File: config.mk
export PLATFORM = sky130hd
export DESIGN_NAME = param_stack
export DESIGN_NICKNAME = d
export VERILOG_FILES = /design/src/rtl/param_stack.sv
export SDC_FILE = /design/constraint.sdc
export NUM_CORES = 1
export LEC_CHECK = 0
export BUFFER_PORTS_ARGS = -buffer_cell sky130_fd_sc_hd__clkbuf_2
export CAP_MARGIN = 30
export CORE_MARGIN = 2
export CORE_UTILIZATION = 40
export CTS_BUF_LIST = sky130_fd_sc_hd__clkbuf_2 sky130_fd_sc_hd__clkbuf_4 sky130_fd_sc_hd__clkbuf_8
export DETAILED_ROUTE_END_ITERATION = 16
export PLACE_DENSITY_LB_ADDON = 0.1
export SLEW_MARGIN = 10
export SYNTH_ARGS = -nofsm -noshare
export SYNTH_HDL_FRONTEND = slang
export SYNTH_SLANG_ARGS = --single-unit
export TNS_END_PERCENT = 100
File: constraint.sdc
create_clock -name Clk -period 3.5 [get_ports Clk]
set_input_delay 0.525 -clock Clk [delete_from_list [all_inputs] [get_ports Clk]]
set_output_delay 0.525 -clock Clk [all_outputs]
set_load 0.1 [all_outputs]
File: src/rtl/param_stack.sv
// -----------------------------------------------------------------------------
// param_stack
//   Parameterised LIFO stack with a registered pop output and a combinational
//   peek of the current top entry.
//
//   Parameters
//     WIDTH     data word width in bits (>=1)
//     DEPTH     number of storage entries (>=2)
//     AF_LEVEL  Count threshold at which Almost_Full asserts (1..DEPTH)
//     CW        width of Count, clog2(DEPTH+1) (derived, not overridable)
//
//   Ports
//     Clk          in   sole clock, rising edge
//     RstN         in   synchronous active-low reset
//     Clear        in   synchronous flush of contents and error flags
//     Data_In      in   word to push
//     Push / Pop   in   requests, sampled each rising edge
//     Data_Out     out  registered value of the last popped word
//     Out_Valid    out  one-cycle pulse after an accepted pop
//     Top          out  current top entry, 0 when empty
//     Count        out  number of occupied entries
//     Full, Empty, Almost_Full   out  occupancy status decoded from Count
//     Overflow, Underflow        out  sticky error flags
//
//   Build option
//     PARAM_STACK_ERR_FLAGS_EN  when defined, Overflow/Underflow are sticky
//     registers; when undefined both outputs are constant 0.
// -----------------------------------------------------------------------------
module param_stack #(
  parameter int  WIDTH    = 8,
  parameter int  DEPTH    = 8,
  parameter int  AF_LEVEL = DEPTH - 1,
  localparam int CW       = $clog2(DEPTH + 1)
) (
  input  logic             Clk,
  input  logic             RstN,
  input  logic             Clear,
  input  logic [WIDTH-1:0] Data_In,
  input  logic             Push,
  input  logic             Pop,
  output logic [WIDTH-1:0] Data_Out,
  output logic             Out_Valid,
  output logic [WIDTH-1:0] Top,
  output logic [CW-1:0]    Count,
  output logic             Full,
  output logic             Empty,
  output logic             Almost_Full,
  output logic             Overflow,
  output logic             Underflow
);

  localparam int AW = (DEPTH > 1) ? $clog2(DEPTH) : 1;

  logic [WIDTH-1:0] r_mem [DEPTH];
  logic [CW-1:0]    r_count;
  logic [WIDTH-1:0] r_data_out;
  logic             r_out_valid;

  logic             w_full;
  logic             w_empty;
  logic [CW-1:0]    w_count_m1;
  logic [AW-1:0]    w_top_idx;
  logic [AW-1:0]    w_free_idx;
  logic [AW-1:0]    w_wr_idx;
  logic             w_active;
  logic             w_push_only;
  logic             w_pop_only;
  logic             w_replace;
  logic             w_wr_en;

  assign w_full     = (r_count == CW'(DEPTH));
  assign w_empty    = (r_count == '0);
  assign w_count_m1 = r_count - CW'(1);
  // Count never exceeds DEPTH, so the low AW bits address the array directly.
  assign w_top_idx  = w_count_m1[AW-1:0];
  assign w_free_idx = r_count[AW-1:0];

  // Reset and Clear both suppress any request presented in the same cycle.
  assign w_active    = RstN && !Clear;
  // Push+Pop on an empty stack degenerates to a plain push.
  assign w_push_only = w_active && Push && (!Pop || w_empty) && !w_full;
  assign w_pop_only  = w_active && Pop && !Push && !w_empty;
  // Push+Pop on a non-empty stack (full included) swaps the top entry.
  assign w_replace   = w_active && Push && Pop && !w_empty;
  assign w_wr_en     = w_push_only || w_replace;
  assign w_wr_idx    = w_replace ? w_top_idx : w_free_idx;

  // Storage is never reset; stale entries are hidden because Top is masked
  // while empty and reads only happen below Count.
  generate
    for (genvar gi = 0; gi < DEPTH; gi++) begin : g_entry
      always_ff @(posedge Clk) begin
        if (w_wr_en && (w_wr_idx == AW'(gi))) begin
          r_mem[gi] <= Data_In;
        end
      end
    end
  endgenerate

  always_ff @(posedge Clk) begin
    if (!RstN) begin
      r_count     <= '0;
      r_data_out  <= '0;
      r_out_valid <= 1'b0;
    end else if (Clear) begin
      // Data_Out deliberately keeps the last popped word across a flush.
      r_count     <= '0;
      r_out_valid <= 1'b0;
    end else begin
      r_out_valid <= w_pop_only || w_replace;
      if (w_pop_only || w_replace) begin
        r_data_out <= r_mem[w_top_idx];
      end
      if (w_push_only) begin
        r_count <= r_count + CW'(1);
      end else if (w_pop_only) begin
        r_count <= w_count_m1;
      end
    end
  end

`ifdef PARAM_STACK_ERR_FLAGS_EN
  logic r_overflow;
  logic r_underflow;

  always_ff @(posedge Clk) begin
    if (!RstN || Clear) begin
      r_overflow  <= 1'b0;
      r_underflow <= 1'b0;
    end else begin
      if (Push && !Pop && w_full) begin
        r_overflow <= 1'b1;
      end
      if (Pop && !Push && w_empty) begin
        r_underflow <= 1'b1;
      end
    end
  end

  assign Overflow  = r_overflow;
  assign Underflow = r_underflow;
`else
  assign Overflow  = 1'b0;
  assign Underflow = 1'b0;
`endif

  assign Data_Out    = r_data_out;
  assign Out_Valid   = r_out_valid;
  assign Count       = r_count;
  assign Full        = w_full;
  assign Empty       = w_empty;
  assign Almost_Full = (r_count >= CW'(AF_LEVEL));
  assign Top         = w_empty ? '0 : r_mem[w_top_idx];

endmodule
# Word level (Yosys, flattened, before mapping)
# Memory sizes are Yosys's and may differ from the RTL's.
# Cells that the tools add are included.
# totals
regBits	13
latchBits	0
mem_bits_rw	64
mem_bits_ro	0
inputBits	13
output_inout_bits	26
word_cells	95
n_memories	1
# op_classes
addsub	2
n_mul	0
n_div	0
n_lt_le_gt_ge	1
n_eq_ne	8
shift	0
muxes	41
n_bitwise	2
n_reduce_logical	37
# mem_list
name	words	word_bits	read_ports	rd_ports_with_merged_regs	write_ports	line_no	rtl
r_mem	8	8	1	0	1	54	logic [WIDTH-1:0] r_mem [DEPTH];
# op_table
operator	count
two-way mux 8 bit	8
OR reduction 8 bit	7
two-way mux 3 bit	8
two-way mux 1 bit	23
logical AND 1 bit	17
== test 3 bit (second input constant)	4
two-way mux 4 bit	2
== test 3 x 2 -> 1 bit (second input constant)	2
zero test 1 bit	5
adder 4 x 1 -> 4 bit (second input constant)	1
== test 4 bit (second input constant)	1
greater-or-equal comparator 4 x 3 -> 1 bit (second input constant)	1
zero test 4 bit	1
subtractor 4 x 1 -> 4 bit (second input constant)	1
== test 3 x 1 -> 1 bit (second input constant)	1
zero test 3 bit	1
logical OR 1 bit	3
NOT 1 bit	2
AND reduction 2 bit	1
nonzero test 2 bit	1
OR reduction 2 bit	1

# Depth between registers and ports, before layout
# Gate-level depths: netlist of the first run.
# depth
word_depth	18
depth_mapped	10
depth_no_buf	6

# Worst setup path before layout of the first run
# Ideal clock, no wire load.
# synth_path
path_type	register to output
start	register r_count[0] (netlist: Count[0])
end	output Top[6]
arrival_ns	3.700
required_time_ns	2.975
slack_ns	-0.725
stages_incl_launch_ff	10
n_path_buf	4
cell_sequence	dfxtp_1 > buf_6 > buf_4 > inv_1 > ha_1 > buf_2 > clkbuf_1 > mux4_2 > mux2i_1 > nor2_1
# synth_via
elab_chain_len	3
elab_cells_between_ends	4
cone_classes	1 x add/sub; 1 x mux; 1 x reduce/logical; 1 x memory
# synth_lines
element	line_no	rtl
start, declared	55	logic [CW-1:0] r_count;
start signal, assigned	115	r_count <= r_count + CW'(1);
start signal, assigned	117	r_count <= w_count_m1;
subtractor 4 x 1 -> 4 bit	73	assign w_count_m1 = r_count - CW'(1);
memory read (8 x 8 bit)	-	
two-way mux 8 bit *	153	assign Top = w_empty ? '0 : r_mem[w_top_idx];
end, declared	43	output logic [WIDTH-1:0] Top,
# Mark *: on every way between the ends. The rest lies on a longest branch, timed or not.

# Worst setup path in the final report of the first run
# layout_path
start	register r_count[1] (netlist: Count[1])
end	output Top[0]
# Same word-level chain as after synthesis.

==> metrics.md, run 1 <==
| Metric | Value |
|---|---|
| Status | `complete, no violations` |
| Util after Layout | `0.486` |
| RSZ-0062 raised after global routing | `false` |
| Minimum clock period | `approximately 3200 ps` |
| Initial core utilization | `0.408` |
| First-pass GRT wire length | `10.1 mm` |
| DRT antenna net count | `0` |
| Core area | `0.00813 mm²` |
| Num Clock Sinks | `77` |
| Critical path class | `reg2out` |
| DRC | `0` |
| RR Startpoint | `Count[1]` |
| Avg Inst Size Synth | `15.5 µm²` |
| HPWL Detailed | `4.49 mm` |
| Worst Path Required | `2970 ps` |
| Post-CTS Setup Bufs | `0` |
| Crit-path max FO | `13` |
| 1st-iter DRT viols | `about 130` |
| Htree depth | `3` |
| Post-synth EDFFs | `64` |
| Chip height | `around 95 µm` |
| Startpoint Class | `flip-flop` |
| Warnings, synthesis | `0` |
| Reg2reg end | `r_mem[7][7]` |
| Fill cells | `roughly 720` |
| R2r setup slk | `1000 ps` |
| Area Growth Syn to Fin | `19.0%` |
| Vias/cell | `5.13` |
| Clk slew on worst S/H paths | `90 ps` |
| Wirelength, routed | `roughly 6.6 mm` |
| Place WS | `689 ps` |
| Diode count | `0` |
| FF-to-FF path depth | `7` |
| Most used DFF post-synth | `edfxtp_1` |
| Post-CTS Hold Buffers | `0` |
| Final #Nets | `272` |
| Port-buffer cells | `36` |
| CTS tree | `done` |
| Power Density | `491 mW/mm²` |
| Max_cap viols | `0` |
| First-pass detailed-route iteration total | `4` |
| Hold slack | `439 ps` |
| # rows | `33` |
| HP Class | `in2reg` |
| Max Slew Vio Count | `0` |
| Total track usage | `0.158` |
| Clk_skew | `9.99 ps` |
| Sequential fraction of the synthesis area | `0.657` |
| CP Capture Type | `output port` |
| Slew headroom | `0.636` |
| CP arrival | `between 2000 and 3000 ps` |
| Routed wire per std cell | `17.9 µm` |
| Most common cell after layout, fill and taps aside | `edfxtp_1` |
| Setup ws final | `~310 ps` |
| Worst-Skew Late Latency | `360 ps` |
| Vias in the first global route | `1,837` |
| WHS Path Cells | `1` |
| Post-synth cell types | `41` |
| CTS buffer count | `9` |
| Clk buf depth | `2` |
| Cell Area, Synth | `around 0.0033 mm²` |
| Die ar. | `0.00905 mm²` |
| Cts repair resizes | `0` |
| Grt ovf | `0` |
| Leakage power | `1.41 nW` |
| Measured slew at the worst slew-check pin | `546 ps` |
| Die width | `95.1 µm` |
| Detailed-route via count | `between 1,500 and 2,000` |
| Endpoints failing setup | `0` |
| Post-synth ARST share | `0` |
| Final worst-path cycle share | `0.910` |
| Peak supply drop | `0.203 mV` |
| Initial antenna violation count | `0` |
| Most frequent cells in the layout | `edfxtp_1 (64), clkbuf_2 (27), mux4_2 (16), nor2_1 (16)` |
| I/O pins | `39` |
| Layout cells sized above 1 | `0.355` |
| Hold Crit Start | `Data_In[3]` |
| #FFs+latches synth | `77` |
| Largest net degree at the start of global routing | `27` |
| Hold Path End | `r_mem[1][3]` |
| Post-synthesis cell count | `214` |
| CTS root buf | `clkbuf_8` |
| Final Wtd Congestion | `between 0.7 and 0.8` |
| Peak Freq | `314 MHz` |
| Final Hold Fails | `0` |
==> synthesized netlist by cell type, types with 2 or more instances <==
master | instances | area, µm²
nand3_1 | 9 | 45.0
nor2_1 | 24 | 90.1
nand2_1 | 8 | 30.0
a32oi_1 | 2 | 17.5
ha_1 | 2 | 25.0
nor2b_1 | 4 | 25.0
nand3b_1 | 2 | 15.0
o211ai_1 | 2 | 15.0
a21o_1 | 2 | 15.0
inv_1 | 4 | 15.0
mux2i_1 | 13 | 130
buf_4 | 3 | 22.5
and2_1 | 2 | 12.5
edfxtp_1 | 64 | 1920
o21ai_1 | 8 | 40.0
a211oi_1 | 2 | 15.0
dfxtp_1 | 13 | 260
buf_2 | 8 | 40.0
mux4_2 | 16 | 360
buf_6 | 4 | 45.0
o21ai_0 | 2 | 10.0
==> kinds of logic after synthesis <==
group                      synth area share
muxes                                 0.148
buffers and inverters                0.0380
adders and majority gates           0.00753
and+or+nand+nor                      0.0927
xor gates and xnor gates             0.0109
DFF                                   0.657
other                               0.00113
AOI/OAI and AO/OA                    0.0452
==> power by group <==
group,total (mW),switching [mW],leakage (nW),internal [mW]
Combinational,0.300,0.202,0.636,0.0978
Clock,0.638,0.363,0.0943,0.274
Sequential,1.00,0.00429,0.682,0.999
==> flip-flops by register name (all words and copies together), names as in the netlist <==
signal / count
r_mem: 64
Data_Out: 8
Out_Valid: 1
Count: 4
==> layout make-up <==
class	instances	area, µm²	area share
multi-input cells	118	1040	0.262
clock inverters	7	65.1	0.0165
well taps	105	131	0.0332
inverters	4	15.0	0.00380
clock buffers	9	124	0.0313
repair buffers	47	398	0.101
flip-flops and latches	77	2180	0.552
==> how the worst max path moves through the flow <==
stage | start | to | slack [ps] | cells after the start
2_1_floorplan | Count[0] | Top[0] | -280 | 7
3_3_place_gp | Count[1] | Top[1] | 700 | 7
3_5_place_dp | Count[1] | Top[0] | 690 | 7
4_1_cts | Count[1] | Top[0] | 280 | 7
5_1_grt | Count[1] | Top[0] | 90 | 7
6_report | Count[1] | Top[0] | 310 | 7
==> critical path: stages (launching register included) <==
cell and delay, ps:
dfxtp_1 440, inv_1 130, ha_1 650, buf_4 290, mux4_2 300, mux2i_1 230, nor2_2 80, buf_12 170
==> layer usage <==
layer / global-route usage / share of wire / up-vias
met5: 0 / 0 / -
met3: 0.0285 / 0.047 / 9
li1: - / - / 900
met1: 0.207 / 0.46 / 927
met2: 0.254 / 0.48 / 48
met4: 0.0797 / 0.015 / 0
==> metrics by stage <==
stage          std cells  power (mW)  area, µm²  setup TNS (ps)
6_report             367        1.94       3950               0
5_1_grt              367        2.01       3950               0
4_1_cts              367        1.96       3950               0
3_5_place_dp         351        1.33       3760               0
3_3_place_gp         351        1.33       3760               0
2_1_floorplan        215        1.24       3350           -2220
Note: power is estimated with default switching activity, not from simulation.
==> run 2: changes to the inputs <==
SETUP_SLACK_MARGIN = 0.4   (was not set)
==> run 2 against run 1 <==
Compared with the run above: combinational power down 2%; first-iteration DRC count down 47%; sequential share of layout area up 1.1 points; register-to-register slack better by 50 ps; setup slack better by 250 ps; die area unchanged; critical path depth unchanged; critical endpoint is now Top[3]; largest cell class unchanged.
==> metrics.md, run 2 (synthesis results as in run 1) <==
| Metric | Value |
|---|---|
| Slew headroom | `0.398 (-0.237)` |
| Htree depth | `3 (unchanged)` |
| Vias in the first global route | `1,804 (-1.8%)` |
| Final worst-path cycle share | `0.839 (-0.0715)` |
| Combinational fraction of design power | `0.148 (-0.007)` |
| Status | `complete, no violations` |
| I/O pins | `39 (unchanged)` |
| Sw frac | `0.284 (-0.00980)` |
| Die ar. | `0.00905 mm² (unchanged)` |
| Num Clock Sinks | `77 (unchanged)` |
| HPWL Detailed | `4.35 mm (-3.1%)` |
| Util after Layout | `0.477 (-0.00877)` |
| RSZ-0062 raised after global routing | `false` |
| Minimum clock period | `2940 ps (-250 ps)` |
| CP arrival | `2410 ps (-250 ps)` |
| Clk_skew | `6.31 ps (-3.67 ps)` |
| Max_cap viols | `0 (unchanged)` |
| Endpoints failing setup | `0 (unchanged)` |
| # rows | `33 (unchanged)` |
| Final #Nets | `264 (-2.9%)` |
| Total track usage | `0.154 (-0.00404)` |
| CP Capture Type | `output port` |
| DRC | `0 (unchanged)` |
| HP Class | `reg2reg` |
| Share of power burned in registers | `0.504 (-0.013)` |
| CTS root buf | `clkbuf_8` |
| Diode count | `0 (unchanged)` |
| Leakage power | `1.37 nW (-3.3%)` |
| Crit-path max FO | `15 (+2)` |
| Chip height | `95.1 µm (unchanged)` |
| Core area | `0.00813 mm² (unchanged)` |
| DRT antenna net count | `0 (unchanged)` |
| First-pass GRT wire length | `9.89 mm (-2.2%)` |
| Peak Freq | `341 MHz (+8.5%)` |
| Worst-Skew Late Latency | `350 ps (about the same)` |
| 1st-iter DRT viols | `68 (-47%)` |
| Initial core utilization | `0.408 (unchanged)` |
| Clk buf depth | `2 (unchanged)` |
| Routed wire per std cell | `17.9 µm (+0.28%)` |
| Clk slew on worst S/H paths | `90 ps (about the same)` |
| Largest net degree at the start of global routing | `27 (unchanged)` |
| Clock Power Share | `0.348 (+0.019)` |
| Peak supply drop | `0.210 mV (+3.3%)` |
| Port-buffer cells | `36 (unchanged)` |
| Setup TNS | `0 ps (unchanged)` |
| CTS buffer count | `9 (unchanged)` |
| Final Wtd Congestion | `0.736 (-1.3%)` |
| CTS tree | `done` |
| Cts repair resizes | `10 (+10)` |
| Worst Path Required | `2970 ps (about the same)` |
| Grt ovf | `0 (unchanged)` |
| Area Growth Syn to Fin | `16.8%` |
| Largest Register | `r_mem` |
| Measured slew at the worst slew-check pin | `899 ps (+353 ps)` |
| Initial antenna violation count | `0 (unchanged)` |
| Pint | `1.43 mW (+4.0%)` |
| Post-CTS Setup Bufs | `0 (unchanged)` |
| Final Hold Fails | `0 (unchanged)` |
| Post-CTS Hold Buffers | `0 (unchanged)` |
| Wirelength, routed | `6.43 mm (-1.9%)` |
| Switch Pwr | `565 µW (-0.88%)` |
| Fill cells | `721 (+0.70%)` |
| Most frequent cells in the layout | `edfxtp_1 (64), clkbuf_2 (28), mux4_2 (16), nor2_1 (16), dfxtp_1 (11)` |
| Critical path class | `reg2out` |
| Layout cells sized above 1 | `0.358 (+0.00331)` |
| Max Slew Vio Count | `0 (unchanged)` |
| Max reg flops | `64 (unchanged)` |
| Power Density | `513 mW/mm² (+4.4%)` |
| Most common cell after layout, fill and taps aside | `edfxtp_1` |
| Vias/cell | `5.15 (+0.33%)` |
| Startpoint Class | `flip-flop` |
| Detailed-route via count | `1,849 (-1.9%)` |
| Die width | `95.1 µm (unchanged)` |
| First-pass detailed-route iteration total | `4 (unchanged)` |
[run 2: area by class of cell]
cell class                      instances  area [µm²]  share of cell area
Sequential cell                        77        2190               0.564
Multi-Input combinational cell        118        1110               0.285
Timing Repair Buffer                   39         235              0.0606
Tap cell                              105         131              0.0338
Clock buffer                            9         124              0.0319
Clock inverter                          7        81.3              0.0210
Inverter                                4        15.0             0.00387
[run 2: metrics by stage]
step / total power, mW / cell area, µm² / hold slack, ps / std cells / worst slack [ps]
after floorplan: 1.25 / 3390 / 624 / 215 / 472
after global placement: 1.31 / 3630 / 449 / 343 / 617
after detailed placement: 1.31 / 3630 / 454 / 343 / 590
after CTS: 2.01 / 3860 / 456 / 359 / 381
after global routing: 2.07 / 3880 / 471 / 359 / 442
final: 1.99 / 3880 / 462 / 359 / 565
[run 2: critical path, cell delays in order, from the launching register on]
cell and delay, ps:
dfxtp_2 390, inv_1 120, ha_4 380, buf_12 170
mux4_2 290, mux2i_1 350, nor2_4 60, clkbuf_4 280
[run 2: final timing paths]
kind | start | endpoint | slack [ps] | cells past startpoint
worst max-delay path | Count[1] | Top[3] | 560 | 7
worst min-delay path | Data_Out[2] | Data_Out[2] | 460 | 2
worst max register to register | Count[1] | r_mem[5][5] | 1050 | 6
worst min register to register | Data_Out[2] | Data_Out[2] | 460 | 2
[run 2: power by group through the flow]
stage                     registers (mW)  clock network [mW]  logic [mW]
after detailed placement            1.02                   0       0.285
after global placement              1.02                   0       0.284
final                               1.00               0.692       0.294
after CTS                           1.00               0.715       0.292
after floorplan                     1.05                   0       0.200
after global routing                1.00               0.752       0.314
[run 2: routing by layer]
layer  wire (µm)  global-route usage  up-vias
li1            -                   -      886
met1        3020               0.214      897
met2        2950               0.235       56
met3         372              0.0403       10
met4          88              0.0543        0
met5           0                   0        -
